[config.mk]
export PLATFORM = sky130hd
export DESIGN_NAME = broadcast_n
export DESIGN_NICKNAME = d
export VERILOG_FILES = /design/src/rtl/broadcast_n.sv
export SDC_FILE = /design/constraint.sdc
export NUM_CORES = 1
export LEC_CHECK = 0
export CELL_PAD_IN_SITES_DETAIL_PLACEMENT = 0
export CELL_PAD_IN_SITES_GLOBAL_PLACEMENT = 1
export CORE_ASPECT_RATIO = 0.9
export CORE_MARGIN = 8
export CORE_UTILIZATION = 42
export CTS_BUF_LIST = sky130_fd_sc_hd__clkbuf_16
export DETAILED_ROUTE_END_ITERATION = 12
export HOLD_SLACK_MARGIN = 0.03
export MAX_ROUTING_LAYER = met4
export PLACE_DENSITY_LB_ADDON = 0.1
export SYNTH_ARGS = -nofsm -noshare
export SYNTH_HDL_FRONTEND = slang
export SYNTH_SLANG_ARGS = --single-unit
[constraint.sdc]
create_clock -name clk -period 2.4 [get_ports clk]
set_input_delay 0.36 -clock clk [delete_from_list [all_inputs] [get_ports clk]]
set_output_delay 0.36 -clock clk [all_outputs]
set_load 0.02 [all_outputs]
[src/rtl/broadcast_n.sv]
// N-way stream broadcaster: every accepted beat is copied into a small FIFO per
// enabled output; the output-enable mask is latched on the first beat of each frame.
module broadcast_n #(
    parameter int W_DATA = 8,
    parameter int N_OUT  = 4,
    parameter int DEPTH  = 4
) (
    input  logic                      clk,
    input  logic                      rst,
    input  logic                      din_valid,
    output logic                      din_ready,
    input  logic [W_DATA-1:0]         din_data,
    input  logic [1:0]                din_eot,
    input  logic [N_OUT-1:0]          dout_en,
    output logic [N_OUT-1:0]          dout_valid,
    input  logic [N_OUT-1:0]          dout_ready,
    output logic [N_OUT*W_DATA-1:0]   dout_data,
    output logic [2*N_OUT-1:0]        dout_eot,
    output logic                      busy
);

    localparam int AW = $clog2(DEPTH);

    typedef enum logic {
        IDLE  = 1'b0,
        FRAME = 1'b1
    } state_t;

    state_t           state;
    logic [N_OUT-1:0] mask_q;
    logic [N_OUT-1:0] en_eff;
    logic [N_OUT-1:0] full;
    logic [N_OUT-1:0] empty;
    logic [N_OUT-1:0] push;
    logic [N_OUT-1:0] pop;
    logic             accept;

    // Handshakes: a beat moves on a port in any cycle where its valid and ready
    // are both high at the rising edge; valid never waits on ready, and din_ready
    // is derived only from registered FIFO state and the mask, never from dout_ready.
    assign en_eff    = (state == FRAME) ? mask_q : dout_en;
    assign din_ready = &(~en_eff | ~full);
    assign accept    = din_valid & din_ready;
    assign busy      = (state == FRAME) | ~(&empty);

    always_ff @(posedge clk or posedge rst) begin
        if (rst) begin
            state  <= IDLE;
            mask_q <= '0;
        end else if (accept) begin
            case (state)
                IDLE: begin
                    mask_q <= dout_en;
                    state  <= din_eot[1] ? IDLE : FRAME;
                end
                FRAME: begin
                    if (din_eot[1]) state <= IDLE;
                end
                default: state <= IDLE;
            endcase
        end
    end

    for (genvar i = 0; i < N_OUT; i++) begin : g_out
        logic [W_DATA+1:0] mem [DEPTH];
        logic [AW:0]       wr_ptr;
        logic [AW:0]       rd_ptr;

        // Extra pointer MSB distinguishes full from empty when the low bits match.
        assign empty[i] = (wr_ptr == rd_ptr);
        assign full[i]  = (wr_ptr[AW] != rd_ptr[AW]) &&
                          (wr_ptr[AW-1:0] == rd_ptr[AW-1:0]);
        assign push[i]  = accept & en_eff[i];
        assign pop[i]   = ~empty[i] & dout_ready[i];

        always_ff @(posedge clk or posedge rst) begin
            if (rst) begin
                wr_ptr <= '0;
                rd_ptr <= '0;
            end else begin
                if (push[i]) wr_ptr <= wr_ptr + (AW+1)'(1);
                if (pop[i])  rd_ptr <= rd_ptr + (AW+1)'(1);
            end
        end

        always_ff @(posedge clk) begin
            if (push[i]) mem[wr_ptr[AW-1:0]] <= {din_eot, din_data};
        end

        assign dout_valid[i] = ~empty[i];
        assign {dout_eot[2*i +: 2], dout_data[i*W_DATA +: W_DATA]} = mem[rd_ptr[AW-1:0]];
    end

endmodule

==> flow_summary_export.csv, run 1 <==
group,metric,value,unit
sta,min_period,2320,ps
global_routing,grt_overflow,0,
clock_network,htreeDepth,4,
logic_synthesis,synth_top_area_share,63.7,%
sta,tightestPinTransition,702,ps
clock_network,numCtsBuffers,17,
sta,max_slew_margin,53.0,%
logic_synthesis,synth_cells,370,
logic_synthesis,async_reset_ff_share,15.3,%
layout,fillCellCount,1438,
clock_network,clkLatencyLatePin,430,ps
logic_synthesis,yosys_register_bits,189,
logic_synthesis,yosysSeqAreaShare,73.3,%
critical_path,required,2040,ps
sta,rsz0062_at_grt,"yes",
global_routing,grtUsageTotal,14.8,%
critical_path,cp-end-kind,"primary output",
logic_synthesis,synth_warnings,0,
die,die_area,22500,um^2
placed_design,gp_congestion,0.713,
logic_synthesis,yosysTopAreaCell,"edfxtp_1",
sta,final-max-slew-violation-count,0,
route,drtIter0Drc,216,
sta,final_hold_viol_count,0,
sta,finClkSkew,10.9,ps
clock_network,ctsHoldBuffers,0,
critical_path,path_class,"reg2out",
die,rows,46,
critical_path,cp_data_arrival_time,1960,ps
logic_synthesis,synth_edf_count,160,
placed_design,hpwl,9.59,mm
critical_path,cp-start-kind,"register",
pwr,finalPower,12.2,mW
logic_synthesis,avgSynthCellArea,20.4,um^2
logic_synthesis,synth_flop_cell,"edfxtp_1",
route,drc,0,
global_routing,antenna_found_initial,0,
sta,finalSetupViolations,0,
layout,syn_to_final_growth,25.8,%
pwr,seqPwrFrac,37.6,%
pwr,p_switching,4.13,mW
route,viasPerCell,4.89,
clock_network,cts-root-buf,"clkbuf_16",
layout,drive_above_1_share,27.2,%
logic_synthesis,synth_area,7540,um^2
clock_network,tritoncts,"done",
die,die_w,157,um
status,status,"finished clean",
clock_network,clock-sinks,189,
pwr,leakage,3.40,nW
global_routing,grt_max_degree,30,
pwr,power.combinational.fraction,40.7,%
layout,nets,536,
sta,min_period_over_period,96.9,%
min_path,min_path_type,"in2async",
route,routed_wl,15.1,mm
critical_path,reg2regPathDepth,7,
pwr,swShare,33.9,%
global_routing,grt_pass1_vias,3964,
critical_path,startpoint,"g_out[1].rd_ptr[2]$_DFFE_PP0P_",
route,vias,3653,
critical_path,regToRegSetupSlack,190,ps
critical_path,r2r-start,"state$_DFFE_PP0N_",
die,start_util,42.8,%
logic_synthesis,synth_cell_types,28,
logic_synthesis,syn_nets,411,
clock_network,cts.clk_slew.worst_paths,70,ps
layout,mostFrequentLayoutCells,"160 x edfxtp_1, 42 x dlygate4sd2_1, 40 x mux4_2",
layout,layout_commonest_cell,"edfxtp_1",
pwr,ir_worst_vdd,680,uV
route,final_antenna_net_count,0,
run,drv_cap,0,
pwr,powerDensity,1280,nW/um^2
layout,antenna_cells,0,
route,first_pass_iters,4,
pwr,clockPowerShare,21.7,%
critical_path,endpoint,"busy",
critical_path,r2r-end,"g_out[3].mem[0][3]$_DFFE_PP_",
pwr,p_int,8.04,mW
route,wl_per_cell,20.2,um
clock_network,cts_max_path_buffers,2,
die,die_h,143,um
critical_path,crit_path_max_fanout,2,
global_routing,grt_pass1_wl,23.5,mm
logic_synthesis,synth_area_leaders,"edfxtp_1 64%, mux4_2 12%, dfrtp_1 9.6%",
die,ios,67,
placed_design,portBuffers,66,
layout,final_util,53.9,%
sta,fmax,430,MHz
die,core,17600,um^2
area by class of cell:
| class | instances | area (um^2) | share of cell area (%) |
|---|---|---|---|
| tap | 240 | 300 | 3.17 |
| inverter | 15 | 56.3 | 0.594 |
| multi-input combinational | 156 | 1910 | 20.2 |
| clock inverter | 14 | 119 | 1.25 |
| clock buffer | 17 | 425 | 4.48 |
| timing repair buffer | 116 | 1140 | 12.0 |
| sequential | 189 | 5530 | 58.3 |
synthesized netlist by cell type, types with 3 or more instances:
| cell | instances |
|---|---|
| buf_2 | 4 |
| mux2_1 | 3 |
| xnor2_1 | 19 |
| clkbuf_1 | 4 |
| inv_1 | 15 |
| mux4_2 | 40 |
| dfrtp_1 | 29 |
| mux2_2 | 8 |
| o21bai_1 | 4 |
| and2_1 | 12 |
| xor2_1 | 9 |
| nor3_4 | 4 |
| nand2_1 | 10 |
| edfxtp_1 | 160 |
| nor2_1 | 3 |
| nand3_1 | 12 |
| nor3_1 | 4 |
| ha_1 | 20 |
flip-flops by register name (all words and copies together), names as in the netlist:
name          count
g_out.mem       160
g_out.rd_ptr     12
g_out.wr_ptr     12
mask_q            4
state             1
worst min-delay path by stage:
stage | slack (ps) | to | from | cells after the start
final | 320 | g_out[3].wr_ptr[2]$_DFFE_PP0P_ | rst | 3
after global routing | 350 | g_out[2].rd_ptr[2]$_DFFE_PP0P_ | rst | 3
after CTS | 310 | g_out[2].rd_ptr[2]$_DFFE_PP0P_ | rst | 3
after detailed placement | 480 | g_out[0].wr_ptr[2]$_DFFE_PP0P_ | g_out[0].wr_ptr[2]$_DFFE_PP0P_ | 1
after global placement | 470 | g_out[1].wr_ptr[2]$_DFFE_PP0P_ | g_out[1].wr_ptr[2]$_DFFE_PP0P_ | 1
after floorplan | 440 | g_out[0].rd_ptr[0]$_DFFE_PP0P_ | rst | 1
worst max-delay path, cell delays in order, from the launching register on:
cell,delay [ps]
dfrtp_1,400
xor2_1,200
or3_4,440
nor4_2,220
nand2_1,110
buf_2,170
power groups by stage:
stage / registers (mW) / clock network [mW] / logic (mW)
6_report: 4.58 / 2.64 / 4.95
2_1_floorplan: 4.60 / 0 / 3.08
5_1_grt: 4.65 / 2.84 / 5.37
3_3_place_gp: 4.62 / 0 / 5.30
4_1_cts: 4.58 / 2.70 / 5.05
3_5_place_dp: 4.65 / 0 / 5.34
metal layers:
metal	routed length, um	share of wire, %	global-route usage, %
met1	7090	47	19.2
met2	7330	48	23.0
met3	514	3.4	2.93
met4	183	1.2	5.11
met5	0	0	-
cells by family (layout without fill, tap and decap cells):
group / after synthesis / in the layout / synth area share, %
flip-flops: 189 / 189 / 73.3
multiplexers: 53 / 53 / 13.9
AND/OR/NAND/NOR: 49 / 49 / 3.95
XOR/XNOR: 28 / 28 / 3.25
buffers and inverters: 25 / 162 / 1.41
adder cells (fa/ha/maj): 20 / 20 / 3.32
AO/OA/AOI/OAI: 6 / 6 / 0.797
metrics by stage:
step	setup WS (ps)	std cells	hold slack, ps	TNS (ps)	area [um^2]
floorplan	-82.5	370	438	-3300	7540
detailed placement	-282	716	480	-21430	8980
finish	75.4	747	316	0	9490
global route	-11.1	747	351	-11.1	9490
CTS	26.5	747	315	0	9480
global placement	-282	716	475	-18560	8980
timing repair:
item	in CTS	in global routing
setup buffers	0	0
resized for setup	55	2
endpoints found under the setup margin	44	1
Power figures use the tool's default switching activity.
==> run 2, diff against run 1 <==
Settings changed: PLACE_DENSITY set to 0.72, PLACE_DENSITY_LB_ADDON 0.1 to unset.
==> flow_summary_export.csv, run 2 (same netlist as run 1, synthesis figures left out) <==
group,metric,value,unit
status,status,"finished clean",
route,vias,3627,
global_routing,grt_pass1_wl,22.0,mm
clock_network,cts_max_path_buffers,2,
pwr,finalPower,12.1,mW
critical_path,required,2040,ps
pwr,ir_worst_vdd,693,uV
layout,layout.cells.non_filler,752,
layout,nets,540,
layout,drive_above_1_share,28.3,%
route,drtIter0Drc,232,
critical_path,cp_data_arrival_time,1960,ps
layout,register_area,5530,um^2
global_routing,grt_pass1_vias,3856,
placed_design,portBuffers,66,
layout,multiInputGateArea,1930,um^2
pwr,leakage,3.42,nW
die,die_h,143,um
sta,finalSetupViolations,0,
run,drv_cap,0,
sta,fmax,431,MHz
placed_design,place_inst,720,
critical_path,path_class,"reg2out",
layout,layout_commonest_cell,"edfxtp_1",
die,core,17600,um^2
die,die_area,22500,um^2
sta,min_period_over_period,96.6,%
layout,mostFrequentLayoutCells,"160 x edfxtp_1, 44 x buf_4, 41 x dlygate4sd2_1",
global_routing,antenna_found_initial,0,
critical_path,cp-end-kind,"primary output",
clock_network,htreeDepth,4,
die,start_util,42.8,%
route,first_pass_iters,4,
placed_design,gp_congestion,0.738,
layout,syn_to_final_growth,25.5,%
route,wl_per_cell,19.1,um
critical_path,crit_path_max_fanout,2,
clock_network,cts.clk_slew.worst_paths,70,ps
global_routing,grtUsageTotal,14.0,%
die,ios,67,
clock_network,tritoncts,"done",
route,final_antenna_net_count,0,
layout,fillCellCount,1416,
critical_path,cp-start-kind,"register",
sta,tightestPinTransition,716,ps
clock_network,clkLatencyLatePin,430,ps
route,drc,0,
pwr,powerDensity,1280,nW/um^2
sta,min_period,2320,ps
sta,finClkSkew,6.75,ps
layout,antenna_cells,0,
sta,rsz0062_at_grt,"yes",
global_routing,grt_overflow,0,
die,rows,46,
min_path,min_path_type,"in2async",
layout,largest_reg_flops,160,
sta,fin_tns_setup,0,ps
sta,final-max-slew-violation-count,0,
die,die_w,157,um
sta,max_slew_margin,52.1,%
sta,final_hold_viol_count,0,
route,viasPerCell,4.82,
clock_network,clock-sinks,189,
placed_design,hpwl,9.59,mm
route,routed_wl,14.4,mm
clock_network,cts-root-buf,"clkbuf_16",
clock_network,numCtsBuffers,17,
global_routing,grt_max_degree,30,
[run 2: cell count changes in the layout (fill, tap and decap cells not counted)]
cell / delta
buf_12: -6
buf_4: +10
clkdlybuf4s50_1: +1
clkinv_2: +1
clkinv_4: +3
clkinvlp_4: -1
dlygate4sd2_1: -1
inv_6: -2
xnor2_1: -2
xnor2_2: +2
[run 2: worst max-delay path, stage by stage, from the launching register on]
cell,delay (ps)
dfrtp_1,410
xor2_1,190
or3_4,430
nor4_2,210
nand2_1,120
buf_2,180
[run 2: layout make-up]
cell class	count	area share (%)
Sequential cell	189	58.4
Multi-Input combinational cell	156	20.4
Timing Repair Buffer	120	11.6
Clock buffer	17	4.49
Tap cell	240	3.17
Clock inverter	15	1.32
Inverter	15	0.595
[run 2: report_power, final]
group | internal (mW) | switching (mW) | leakage (nW)
combinational | 2.35 | 2.55 | 1.36
clock | 1.42 | 1.18 | 0.272
sequential | 4.27 | 0.322 | 1.79
[run 2: metrics by stage]
step           instance area [um^2]  util [%]  worst slack [ps]  hold WS [ps]
6_report                       9460      53.7              80.7           307
5_1_grt                        9460      53.7             -33.2           386
4_1_cts                        9440      53.6              24.1           309
3_5_place_dp                   8930      50.7              -226           479
3_3_place_gp                   8930      50.7              -286           473
2_1_floorplan                  7540         -             -82.5           438
[run 2: path summary, 6_finish.rpt]
path	from	endpoint	slack, ps	cells past startpoint
setup reg to reg	state$_DFFE_PP0N_	g_out[1].mem[0][6]$_DFFE_PP_	160	7
max in group asynchronous	rst	g_out[1].wr_ptr[1]$_DFFE_PP0P_	1800	3
setup / recovery	g_out[1].rd_ptr[2]$_DFFE_PP0P_	busy	80	5
hold reg to reg	g_out[0].wr_ptr[2]$_DFFE_PP0P_	g_out[0].wr_ptr[2]$_DFFE_PP0P_	490	1
min in group clk	g_out[0].wr_ptr[2]$_DFFE_PP0P_	g_out[0].wr_ptr[2]$_DFFE_PP0P_	490	1
hold / removal	rst	g_out[3].rd_ptr[2]$_DFFE_PP0P_	310	3
[run 2: routing by layer]
layer | share of wire, % | GRT usage [%] | routed length (um)
met5 | 0 | - | 0
met4 | 1.6 | 5.56 | 233
met3 | 4.9 | 3.41 | 702
met2 | 48 | 21.4 | 6860
met1 | 46 | 17.9 | 6570
[run 2: timing repair]
item                       in CTS  in global routing
setup buffers                   0                  0
setup endpoints to repair      43                  3
hold buffers                    0                  0
resized for setup              53                  5
==> run 3, diff against run 2 <==
Settings changed: ABC_CLOCK_PERIOD_IN_PS set to 2400.
==> results of run 3 <==
No change in the layout: final DEF, timing and power equal those of run 2.
